$ cat config.mk
export PLATFORM = sky130hd
export DESIGN_NAME = multicycle_decoder_flat
export DESIGN_NICKNAME = d
export VERILOG_FILES = /design/src/rtl/multicycle_decoder_if.sv /design/src/rtl/multicycle_decoder.sv /design/src/flat_wrapper.sv
export SDC_FILE = /design/constraint.sdc
export NUM_CORES = 1
export LEC_CHECK = 0
export CAP_MARGIN = 20
export CORE_AREA = 4 4 64 66
export DETAILED_ROUTE_END_ITERATION = 16
export DIE_AREA = 0 0 68 70
export GPL_ROUTABILITY_DRIVEN = 0
export PLACE_DENSITY = 0.75
export SLEW_MARGIN = 25
export SYNTH_ARGS = -nofsm -noshare
export SYNTH_HDL_FRONTEND = slang
export SYNTH_SLANG_ARGS = --single-unit
$ cat constraint.sdc
create_clock -name clk -period 1.8 [get_ports clk]
set_input_delay 0.36 -clock clk [delete_from_list [all_inputs] [get_ports clk]]
set_output_delay 0.36 -clock clk [all_outputs]
set_load 0.01 [all_outputs]
$ cat src/rtl/multicycle_decoder_if.sv
// -----------------------------------------------------------------------------
// multicycle_decoder_if
// Memory handshake bundle between the multicycle decoder and the memory port.
//   mem_req   : decoder requests a memory access this cycle
//   mem_ready : memory completes the current request this cycle
//   MemW      : write strobe (store)
//   AdrSrc    : address select, 0 = PC, 1 = ALU result
//   memSelect : {signed, size}; size 0 = byte, 1 = half, 2 = word
// master = decoder side, slave = memory side.
// -----------------------------------------------------------------------------
interface multicycle_decoder_if;
   logic       mem_req;
   logic       mem_ready;
   logic       MemW;
   logic       AdrSrc;
   logic [2:0] memSelect;

   modport master (
      output mem_req,
      output MemW,
      output AdrSrc,
      output memSelect,
      input  mem_ready
   );

   modport slave (
      input  mem_req,
      input  MemW,
      input  AdrSrc,
      input  memSelect,
      output mem_ready
   );
endinterface

$ cat src/rtl/multicycle_decoder.sv
// -----------------------------------------------------------------------------
// multicycle_decoder
// Control FSM of a multicycle ARM-style core. Sequences fetch, decode,
// register/immediate execute, ALU writeback, load/store and branch, and drops
// into a sticky FAULT state on illegal encodings or memory timeouts.
// Ports:
//   clk, reset (async, active low)
//   bus        : memory handshake (mem_req, mem_ready, MemW, AdrSrc, memSelect)
//   Op, Funct, Rd, Instr[11:4] : fields from the instruction register
//   IRWrite, PCWrite, RegW, linkSelect : register-file / PC enables
//   ResultSrc, ALUSrcA, ALUSrcB, ImmSrc, RegSrc, ALUControl, FlagW,
//   shiftOp, registerShift : datapath controls
//   fault : sticky error, state : current state encoding
// -----------------------------------------------------------------------------
module multicycle_decoder #(
   parameter int MAX_WAIT    = 15,
   parameter bit HALFWORD_EN = 1'b1
) (
   input  logic                  clk,
   input  logic                  reset,
   multicycle_decoder_if.master  bus,
   input  logic [1:0]            Op,
   input  logic [5:0]            Funct,
   input  logic [3:0]            Rd,
   input  logic [11:4]           Instr,
   output logic                  IRWrite,
   output logic                  PCWrite,
   output logic                  RegW,
   output logic                  linkSelect,
   output logic [1:0]            ResultSrc,
   output logic                  ALUSrcA,
   output logic [1:0]            ALUSrcB,
   output logic [1:0]            ImmSrc,
   output logic [1:0]            RegSrc,
   output logic [3:0]            ALUControl,
   output logic [3:0]            FlagW,
   output logic [2:0]            shiftOp,
   output logic                  registerShift,
   output logic                  fault,
   output logic [3:0]            state
);

   typedef enum logic [3:0] {
      S_FETCH  = 4'd0,
      S_DECODE = 4'd1,
      S_RSHIFT = 4'd2,
      S_EXECR  = 4'd3,
      S_EXECI  = 4'd4,
      S_ALUWB  = 4'd5,
      S_MEMADR = 4'd6,
      S_MEMRD  = 4'd7,
      S_MEMWB  = 4'd8,
      S_MEMWR  = 4'd9,
      S_BRANCH = 4'd10,
      S_FAULT  = 4'd11
   } state_t;

   localparam int           W    = $clog2(MAX_WAIT + 1);
   localparam logic [W-1:0] LAST = W'(MAX_WAIT - 1);
   localparam logic [3:0]   ALU_ADD = 4'b0100;
   localparam logic [2:0]   SH_ROR  = 3'd3;
   localparam logic [2:0]   SH_RRX  = 3'd4;
   localparam logic [2:0]   SH_PASS = 3'd5;

   state_t       state_q, state_d;
   logic [W-1:0] cnt_q, cnt_d;
   logic [2:0]   memsel_q, memsel_d;
   logic         run_q;

   logic         extra_ls;
   logic         waiting;
   logic         timeout;
   logic [2:0]   memsel_dec;
   logic [2:0]   exec_shift;

   logic         mem_req_c, memw_c, adrsrc_c;

   // Extra load/store space: bit7 & bit4 set with a non-zero SH field.
   assign extra_ls = Instr[7] & Instr[4] & (Instr[6:5] != 2'b00);
   assign waiting  = (state_q == S_FETCH) || (state_q == S_MEMRD) || (state_q == S_MEMWR);
   assign timeout  = waiting & ~bus.mem_ready & (cnt_q == LAST);

   // Access size/sign chosen at decode; stores never sign-extend.
   always_comb begin
      memsel_dec = 3'b010;
      if (Op == 2'b01) begin
         memsel_dec = Funct[2] ? 3'b000 : 3'b010;
      end else begin
         case (Instr[6:5])
            2'b01:   memsel_dec = 3'b001;
            2'b10:   memsel_dec = 3'b100;
            2'b11:   memsel_dec = 3'b101;
            default: memsel_dec = 3'b010;
         endcase
      end
      if (!Funct[0]) memsel_dec[2] = 1'b0;
   end

   // Register-operand shift: ROR #0 encodes RRX.
   always_comb begin
      exec_shift = {1'b0, Instr[6:5]};
      if ((Instr[11:7] == 5'd0) && !Instr[4] && (Instr[6:5] == 2'b11)) exec_shift = SH_RRX;
   end

   always_ff @(posedge clk or negedge reset) begin
      if (!reset) begin
         state_q  <= S_FETCH;
         cnt_q    <= '0;
         memsel_q <= 3'b000;
         run_q    <= 1'b0;
      end else begin
         state_q  <= state_d;
         cnt_q    <= cnt_d;
         memsel_q <= memsel_d;
         run_q    <= 1'b1;
      end
   end

   // Next-state logic. run_q holds the FSM in FETCH with all strobes low for
   // the partial cycle between reset release and the first rising edge.
   always_comb begin
      state_d  = state_q;
      memsel_d = memsel_q;
      if (run_q) begin
         case (state_q)
            S_FETCH:  if (bus.mem_ready) state_d = S_DECODE;
            S_DECODE: begin
               case (Op)
                  2'b10: state_d = S_BRANCH;
                  2'b01: begin
                     state_d  = S_MEMADR;
                     memsel_d = memsel_dec;
                  end
                  2'b00: begin
                     if (extra_ls) begin
                        if (HALFWORD_EN) begin
                           state_d  = S_MEMADR;
                           memsel_d = memsel_dec;
                        end else begin
                           state_d = S_FAULT;
                        end
                     end else if (Funct[5]) begin
                        state_d = S_EXECI;
                     end else if (Instr[4] && !Instr[7]) begin
                        state_d = S_RSHIFT;
                     end else begin
                        state_d = S_EXECR;
                     end
                  end
                  default: state_d = S_FAULT;
               endcase
            end
            S_RSHIFT: state_d = S_EXECR;
            S_EXECR,
            S_EXECI:  state_d = (Funct[4:3] == 2'b10) ? S_FETCH : S_ALUWB;
            S_ALUWB:  state_d = S_FETCH;
            S_MEMADR: state_d = Funct[0] ? S_MEMRD : S_MEMWR;
            S_MEMRD:  if (bus.mem_ready) state_d = S_MEMWB;
            S_MEMWB:  state_d = S_FETCH;
            S_MEMWR:  if (bus.mem_ready) state_d = S_FETCH;
            S_BRANCH: state_d = S_FETCH;
            S_FAULT:  state_d = S_FAULT;
            default:  state_d = S_FAULT;
         endcase
         if (timeout) state_d = S_FAULT;
      end
   end

   // Counter runs only while staying in a waiting state without ready; any
   // entry, completion or exit leaves it at zero.
   always_comb begin
      cnt_d = '0;
      if (run_q && waiting && !bus.mem_ready && (state_d == state_q)) cnt_d = cnt_q + W'(1);
   end

   // Output decode.
   always_comb begin
      mem_req_c     = 1'b0;
      memw_c        = 1'b0;
      adrsrc_c      = 1'b0;
      IRWrite       = 1'b0;
      PCWrite       = 1'b0;
      RegW          = 1'b0;
      linkSelect    = 1'b0;
      ResultSrc     = 2'b00;
      ALUSrcA       = 1'b0;
      ALUSrcB       = 2'b00;
      ImmSrc        = 2'b00;
      RegSrc        = 2'b00;
      ALUControl    = ALU_ADD;
      FlagW         = 4'b0000;
      shiftOp       = SH_PASS;
      registerShift = 1'b0;
      bus.memSelect = 3'b000;
      if (run_q) begin
         case (state_q)
            S_FETCH: begin
               mem_req_c = 1'b1;
               if (bus.mem_ready) begin
                  IRWrite   = 1'b1;
                  PCWrite   = 1'b1;
                  ALUSrcA   = 1'b1;
                  ALUSrcB   = 2'b10;
                  ResultSrc = 2'b10;
               end
            end
            S_DECODE: begin
               ALUSrcA = 1'b1;
               ALUSrcB = 2'b10;
            end
            S_RSHIFT: registerShift = 1'b1;
            S_EXECR, S_EXECI: begin
               ALUControl = Funct[4:1];
               if (state_q == S_EXECI) begin
                  shiftOp = SH_ROR;
                  ALUSrcB = 2'b01;
               end else begin
                  shiftOp = exec_shift;
               end
               if (Funct[4:2] == 3'b101)      FlagW = 4'b1111;
               else if (Funct[4:2] == 3'b100) FlagW = 4'b1110;
               else                           FlagW = {{3{Funct[0]}}, 1'b0};
            end
            S_ALUWB: begin
               RegW    = 1'b1;
               PCWrite = (Rd == 4'd15);
            end
            S_MEMADR: begin
               ALUSrcB       = 2'b01;
               bus.memSelect = memsel_q;
            end
            S_MEMRD: begin
               mem_req_c     = 1'b1;
               adrsrc_c      = 1'b1;
               bus.memSelect = memsel_q;
            end
            S_MEMWB: begin
               RegW          = 1'b1;
               ResultSrc     = 2'b01;
               PCWrite       = (Rd == 4'd15);
               bus.memSelect = memsel_q;
            end
            S_MEMWR: begin
               mem_req_c     = 1'b1;
               memw_c        = 1'b1;
               adrsrc_c      = 1'b1;
               bus.memSelect = memsel_q;
            end
            S_BRANCH: begin
               PCWrite    = 1'b1;
               ImmSrc     = 2'b10;
               ALUSrcB    = 2'b01;
               RegW       = Funct[4];
               linkSelect = Funct[4];
            end
            default: ;
         endcase
      end
   end

   assign bus.mem_req = mem_req_c;
   assign bus.MemW    = memw_c;
   assign bus.AdrSrc  = adrsrc_c;
   assign fault       = (state_q == S_FAULT);
   assign state       = state_q;

endmodule

$ cat src/flat_wrapper.sv
// flat-port wrapper written by rule: the top's interface ports become plain ports
module multicycle_decoder_flat 
#(
   parameter int MAX_WAIT    = 15,
   parameter bit HALFWORD_EN = 1'b1
)
  (clk, reset, Op, Funct, Rd, Instr, IRWrite, PCWrite, RegW, linkSelect, ResultSrc, ALUSrcA, ALUSrcB, ImmSrc, RegSrc, ALUControl, FlagW, shiftOp, registerShift, fault, state, bus_mem_req, bus_MemW, bus_AdrSrc, bus_memSelect, bus_mem_ready);
  multicycle_decoder_if bus_i ();
  input  logic clk;
  input  logic reset;
  input  logic [1:0] Op;
  input  logic [5:0] Funct;
  input  logic [3:0] Rd;
  input  logic [11:4] Instr;
  output logic IRWrite;
  output logic PCWrite;
  output logic RegW;
  output logic linkSelect;
  output logic [1:0] ResultSrc;
  output logic ALUSrcA;
  output logic [1:0] ALUSrcB;
  output logic [1:0] ImmSrc;
  output logic [1:0] RegSrc;
  output logic [3:0] ALUControl;
  output logic [3:0] FlagW;
  output logic [2:0] shiftOp;
  output logic registerShift;
  output logic fault;
  output logic [3:0] state;
  output wire logic [$bits(bus_i.mem_req)-1:0] bus_mem_req;
  output wire logic [$bits(bus_i.MemW)-1:0] bus_MemW;
  output wire logic [$bits(bus_i.AdrSrc)-1:0] bus_AdrSrc;
  output wire logic [$bits(bus_i.memSelect)-1:0] bus_memSelect;
  input wire logic [$bits(bus_i.mem_ready)-1:0] bus_mem_ready;
  assign bus_mem_req = bus_i.mem_req;
  assign bus_MemW = bus_i.MemW;
  assign bus_AdrSrc = bus_i.AdrSrc;
  assign bus_memSelect = bus_i.memSelect;
  assign bus_i.mem_ready = bus_mem_ready;
  multicycle_decoder #(.MAX_WAIT(MAX_WAIT), .HALFWORD_EN(HALFWORD_EN)) u_core (.clk(clk), .reset(reset), .bus(bus_i), .Op(Op), .Funct(Funct), .Rd(Rd), .Instr(Instr), .IRWrite(IRWrite), .PCWrite(PCWrite), .RegW(RegW), .linkSelect(linkSelect), .ResultSrc(ResultSrc), .ALUSrcA(ALUSrcA), .ALUSrcB(ALUSrcB), .ImmSrc(ImmSrc), .RegSrc(RegSrc), .ALUControl(ALUControl), .FlagW(FlagW), .shiftOp(shiftOp), .registerShift(registerShift), .fault(fault), .state(state));
endmodule
==> flow_metrics.tcl, run 1 <==
set metrics [dict create \
    critPathCaptureType "primary output" \
    power.leakage_nw 1.29 \
    vias 1921 \
    route.detailed.drc 0 \
    path_buf_inv 3 \
    ir_drop_uv 597 \
    powerDensity_nw_per_um2 1260 \
    synthTopCellsByCount "16 x nand2_1, 14 x nor2_1, 12 x a21oi_1, 12 x and2_1, 12 x dfrtp_1" \
    cp_slowest_cell "dfrtp_2" \
    fmax_mhz 449 \
    met3_usage_pct 4.34 \
    antenna_cells 0 \
    cts_tree "done" \
    cts_buffers 3 \
    critPathLaunchType "register" \
    cp_data_required_time_ns 1.44 \
    wirelength_um 6100 \
    nets 324 \
    core_area_um2 3580 \
    violations "negative setup slack" \
    die_x_um 68 \
    reg2reg_from "u_core.state[3]" \
    rows 22 \
    crit_start "u_core.state[1]" \
    path_delay_family "simple AND/OR/NAND/NOR gates" \
    finalCritPeriodShare_pct 124 \
    ios 59 \
    period_needed_ns 2.23 \
    maxCapViolations 0 \
    nFillCells 212 \
    use_met2_pct 39.2 \
    grt_pass1_wl_um 8630 \
    layout-drive-gt1-share_pct 56.7 \
    finalNonFillerCells 346 \
    netlist_top_cells_area "dfrtp_1 23%, and2_1 5.8%, a21oi_1 4.6%" \
    rrSetupSlack_ns -0.26 \
    finalHoldViolCount 0 \
    initial_core_util_pct 36.3 \
    top_usage_layer "met2" \
    worst_pin_slew_ns 0.561 \
    fin_skew_ns 0.00481 \
    grt_usage_pct 22.8 \
    cts_hold_buf 0 \
    grt_pass1_vias 1866 \
    antenna_found_initial 0 \
    wire_per_inst_um 17.6 \
    synthFlopType "dfrtp_1" \
    setup_violations 39 \
    syn-instance-count 176 \
    path_clk_slew_ns 0.08 \
    path_cells "or3_4, a211oi_4, buf_4, buf_6, and2_4, buf_6" \
    yosysTopAreaCell "dfrtp_1" \
    path_class "register to primary output" \
    place_hpwl_um 3280 \
    cp_max_fo 3 \
    maxSlewViolCount 0 \
    dp.cells 311 \
    die_h_um 70 \
    fin_util_pct 79.9 \
    outcome "finished, violations left" \
    area_growth_pct 120 \
    setup_slack_ns -0.427 \
    synth_cell_types 55 \
    r2r-end "u_core.cnt_q[2]" \
    synthArstFlopShare_pct 100 \
    yosysWarnings 0 \
    cpMostUsedCell "buf_6" \
    htree_levels 1 \
    clockRootBuffer "clkbuf_4" \
    clock-sinks 12 \
    cp_num_cells 6 \
    cts.path.max_buffers 2 \
    synth_most_common_cell "nand2_1" \
    gr-total-overflow 0 \
    arrival_ns 1.87 \
    synth_area_per_cell_um2 7.38 \
    synthesis.area_um2 1300 \
    ys_ff_latch 12 \
    crit_end "ALUControl[3]" \
    critPathMaxStageDelay_ns 0.43 \
    slew_headroom_pct 62.5 \
    hold_path_class "input pin to async pin" \
    grt_max_degree 25 \
    ant_nets 0 \
    synth-seq-area-share_pct 23.1 \
    drt-pass1-iter-count 4 \
    clock_latency_ns 0.28 \
    synth.top_cell.area_share_pct 23.1 \
    io_buffers 55 \
    die_area_um2 4760 \
    synth_edf_count 0 \
    drtIter0Drc 94 \
    via_per_inst 5.55 \
    reg2regPathDepth 9 \
    rsz0062_at_grt "yes" \
    grt_util_met1_pct 28.2 \
]
-- metal layers --
layer,wire length (um),up-vias
li1,-,875
met5,0,-
met1,2490,928
met3,443,16
met4,174,0
met2,2990,102
-- power by group --
| group | leakage (nW) | internal (mW) | switching, mW | total [mW] |
|---|---|---|---|---|
| Combinational | 1.12 | 1.61 | 1.37 | 2.98 |
| Clock | 0.0210 | 0.123 | 0.0973 | 0.220 |
| Sequential | 0.155 | 0.350 | 0.0674 | 0.418 |
-- cell families (layout without fill, tap and decap cells) --
family | after synthesis | after routing | synth area share (%)
flip-flops | 12 | 12 | 23.1
AO/OA/AOI/OAI | 52 | 52 | 27.5
adder cells (fa/ha/maj) | 2 | 2 | 1.93
buffers and inverters | 23 | 143 | 9.34
AND/OR/NAND/NOR | 80 | 80 | 34.0
XOR/XNOR | 3 | 3 | 2.02
multiplexers | 2 | 2 | 1.54
other | 2 | 4 | 0.578
-- metrics by stage --
step	worst slack (ns)	total power, mW	hold slack, ns	TNS (ns)	area [um2]
2_1_floorplan	-0.103	1.33	0.0644	-0.499	1320
3_3_place_gp	-0.502	2.11	0.459	-12.25	2180
3_5_place_dp	-0.521	2.13	0.478	-12.51	2180
4_1_cts	-0.433	2.92	0.454	-7.42	2510
5_1_grt	-0.485	3.80	0.484	-11.88	2860
6_report	-0.427	3.62	0.436	-9.89	2860
-- placed cells by master, fill, tap and decap left out, drive strengths merged, types with 8 or more instances in the layout --
cell	netlist	routed
clkdlybuf4s50	0	21
o21ai	12	12
buf	14	105
nand2	16	16
dfrtp	12	12
nor2	15	15
a21oi	12	12
and2	12	12
nand2b	8	8
-- registers in the layout, summed over array words and instances (netlist names) --
register / flops
u_core.run_q: 1
u_core.memsel_q: 3
u_core.cnt_q: 4
u_core.state: 4
-- worst min-delay path by stage --
stage | start | to | cells past startpoint
2_1_floorplan | reset | u_core.cnt_q[0] | 0
3_3_place_gp | u_core.memsel_q[0] | u_core.memsel_q[0] | 2
3_5_place_dp | u_core.memsel_q[2] | u_core.memsel_q[2] | 2
4_1_cts | reset | u_core.memsel_q[1] | 1
5_1_grt | reset | u_core.memsel_q[1] | 1
6_report | reset | u_core.memsel_q[1] | 1
-- area by class of cell --
| cell class | count | area (um2) | share of cell area [%] |
|---|---|---|---|
| inverter | 6 | 25.0 | 0.875 |
| multi-input combinational | 143 | 1210 | 42.5 |
| timing repair buffer | 133 | 1220 | 42.6 |
| sequential | 12 | 304 | 10.6 |
| tap | 48 | 60.1 | 2.10 |
| clock buffer | 4 | 36.3 | 1.27 |
-- what timing repair did --
action                                  in CTS  in global routing
resized for setup                          175                 57
pin swaps                                   29                 30
endpoints found under the setup margin      42                 42
gates cloned                                 1                  1
setup buffers                               18                 13
Power figures use the tool's default switching activity.
==> run 2, diff against run 1 <==
--- a/config.mk
+++ b/config.mk
@@ -6,11 +6,12 @@
 export NUM_CORES = 1
 export LEC_CHECK = 0
 export CAP_MARGIN = 20
-export CORE_AREA = 4 4 64 66
+export CORE_AREA = 5 5 65 67
 export DETAILED_ROUTE_END_ITERATION = 16
-export DIE_AREA = 0 0 68 70
+export DIE_AREA = 0 0 70 72
 export GPL_ROUTABILITY_DRIVEN = 0
 export PLACE_DENSITY = 0.75
+export RECOVER_POWER = 100
 export SLEW_MARGIN = 25
 export SYNTH_ARGS = -nofsm -noshare
 export SYNTH_HDL_FRONTEND = slang
==> run 2 against run 1 <==
The run still ends with negative setup slack left; utilization grew 1.2 points; die area grew 5.9%; sequential power is essentially flat; critical path depth is the same; total power grew 6.4%; global-route usage shrank 1.7 points; largest power group unchanged; clock skew grew 0.0013 ns; flip-flop and latch count is the same; non-clock buffer count grew 4.
==> flow_metrics.tcl, run 2 (same netlist as run 1, synthesis figures left out) <==
set metrics [dict create \
    outcome "finished, violations left" \
    violations "negative setup slack" \
    nFillCells 207 \
    layout_commonest_cell "buf_4" \
    initial_core_util_pct 36.3 \
    critPathLaunchType "register" \
    ir_drop_uv 591 \
    grt_max_degree 18 \
    drt-pass1-iter-count 4 \
    post_dp_cell_area_um2 2180 \
    most-common-layout-cells "51 x buf_4, 28 x buf_6, 23 x buf_2, 21 x clkdlybuf4s50_1, 11 x nand2_1" \
    clock_latency_ns 0.29 \
    htree_levels 1 \
    clock-sinks 12 \
    critPathMaxStageDelay_ns 0.41 \
    holdWs_ns 0.492 \
    worst_pin_slew_ns 0.567 \
    via_per_inst 5.78 \
    ios 59 \
    grt_usage_pct 21.2 \
    rows 22 \
    maxSlewViolCount 0 \
    fin_skew_ns 0.00610 \
    route.detailed.drc 0 \
    reg2regPathDepth 11 \
    fin_util_pct 81.1 \
    die_h_um 72 \
    path_cells "or3_4, a211oi_4, buf_4, and2_4, and2b_1, buf_2" \
    cp_max_fo 5 \
    setup_violations 40 \
    path_delay_family "simple AND/OR/NAND/NOR gates" \
    cts_hold_buf 0 \
    die_area_um2 5040 \
    finalHoldViolCount 0 \
    ant_nets 0 \
    arrival_ns 1.95 \
    path_class "register to primary output" \
    rsz0062_at_grt "yes" \
    slew_headroom_pct 62.1 \
    cp_data_required_time_ns 1.44 \
    critPathCaptureType "primary output" \
    fin_area_um2 2900 \
    regArea_um2 304 \
    place_hpwl_um 3370 \
    grt_pass1_wl_um 8690 \
    path_buf_inv 2 \
    cp_slowest_cell "dfrtp_2" \
    rrSetupSlack_ns -0.48 \
    reg2reg_from "u_core.state[2]" \
    cts.path.max_buffers 2 \
    power.leakage_nw 1.31 \
    antenna_cells 0 \
    layout-drive-gt1-share_pct 58.6 \
    powerDensity_nw_per_um2 1330 \
    gr-total-overflow 0 \
    clockRootBuffer "clkbuf_4" \
    multi_input_area_um2 1220 \
    io_buffers 55 \
    wirelength_um 6950 \
    area_growth_pct 124 \
    wire_per_inst_um 19.9 \
    setup_slack_ns -0.514 \
    path_clk_slew_ns 0.08 \
    fmax_mhz 432 \
    antenna_found_initial 0 \
    die_x_um 70 \
    r2r-end "u_core.state[2]" \
    cts_tree "done" \
    maxCapViolations 0 \
    post-place-ws_ns -0.599 \
    finalCritPeriodShare_pct 129 \
    period_needed_ns 2.31 \
    core_area_um2 3580 \
    drtIter0Drc 141 \
    grt_pass1_vias 1879 \
    cts_buffers 3 \
    nets 328 \
    vias 2022 \
    hold_path_class "input pin to async pin" \
]
## run 2: cell types whose count changed in the layout (fill, tap and decap cells not counted), moves of 2 or more
| cell | change |
|---|---|
| dlymetal6s2s_1 | -2 |
| a21oi_2 | +2 |
| buf_6 | -3 |
| nor2b_4 | -2 |
| buf_2 | +5 |
| a21oi_1 | -2 |
| and2_1 | +2 |
| nor2b_1 | +2 |
| and2_4 | -2 |
## run 2: cell type report
cell class,instances,share of cell area [%]
timing repair buffer,137,43.3
multi-input combinational,143,42.0
sequential,12,10.5
tap,48,2.07
clock buffer,4,1.25
inverter,6,0.862
## run 2: worst max-delay path by stage
stage,from,to,cells after the start,slack (ns)
final,u_core.state[1],FlagW[0],6,-0.51
after global routing,u_core.state[0],FlagW[0],6,-0.59
after CTS,u_core.state[1],FlagW[0],6,-0.51
after detailed placement,bus_mem_ready,ALUSrcA,4,-0.60
after global placement,bus_mem_ready,PCWrite,7,-0.50
after floorplan,u_core.state[3],ALUSrcA,4,-0.10
## run 2: power breakdown
part | switching, mW | internal (mW)
sequential | 0.0656 | 0.350
clock | 0.103 | 0.123
combinational | 1.50 | 1.71
## run 2: worst reg2reg max path: cells and delay by family (launching register included)
family	cells	cell delay (ns)
AOI/OAI and AO/OA	3	0.42
buffers and inverters	6	0.68
DFF	1	0.42
and+or+nand+nor	2	0.68
## run 2: repair_timing
item                       CTS  global route
resized for setup          192            50
pin swaps                   22            28
setup endpoints to repair   41            41
cloned                       2             1
setup buffers               19            16
## run 2: metal layers
layer / vias up / GRT usage, % / wire length (um)
met2: 123 / 38.0 / 3640
li1: 877 / - / -
met1: 992 / 23.1 / 2510
met3: 30 / 4.57 / 473
met5: - / 0 / 0
met4: 0 / 11.9 / 325
## run 2: metrics by stage
step	power, mW	cells	TNS, ns
2_1_floorplan	1.33	178	-0.499
3_3_place_gp	2.11	311	-11.69
3_5_place_dp	2.13	311	-12.53
4_1_cts	3.06	336	-9.71
5_1_grt	4.03	350	-15.56
6_report	3.85	350	-13.47
==> run 3, diff against run 2 <==
--- a/config.mk
+++ b/config.mk
@@ -10,6 +10,7 @@
 export DETAILED_ROUTE_END_ITERATION = 16
 export DIE_AREA = 0 0 70 72
 export GPL_ROUTABILITY_DRIVEN = 0
+export HOLD_SLACK_MARGIN = 0.06
 export PLACE_DENSITY = 0.75
 export RECOVER_POWER = 100
 export SLEW_MARGIN = 25
==> results of run 3 <==
No change in the layout: final DEF, timing and power equal those of run 2.
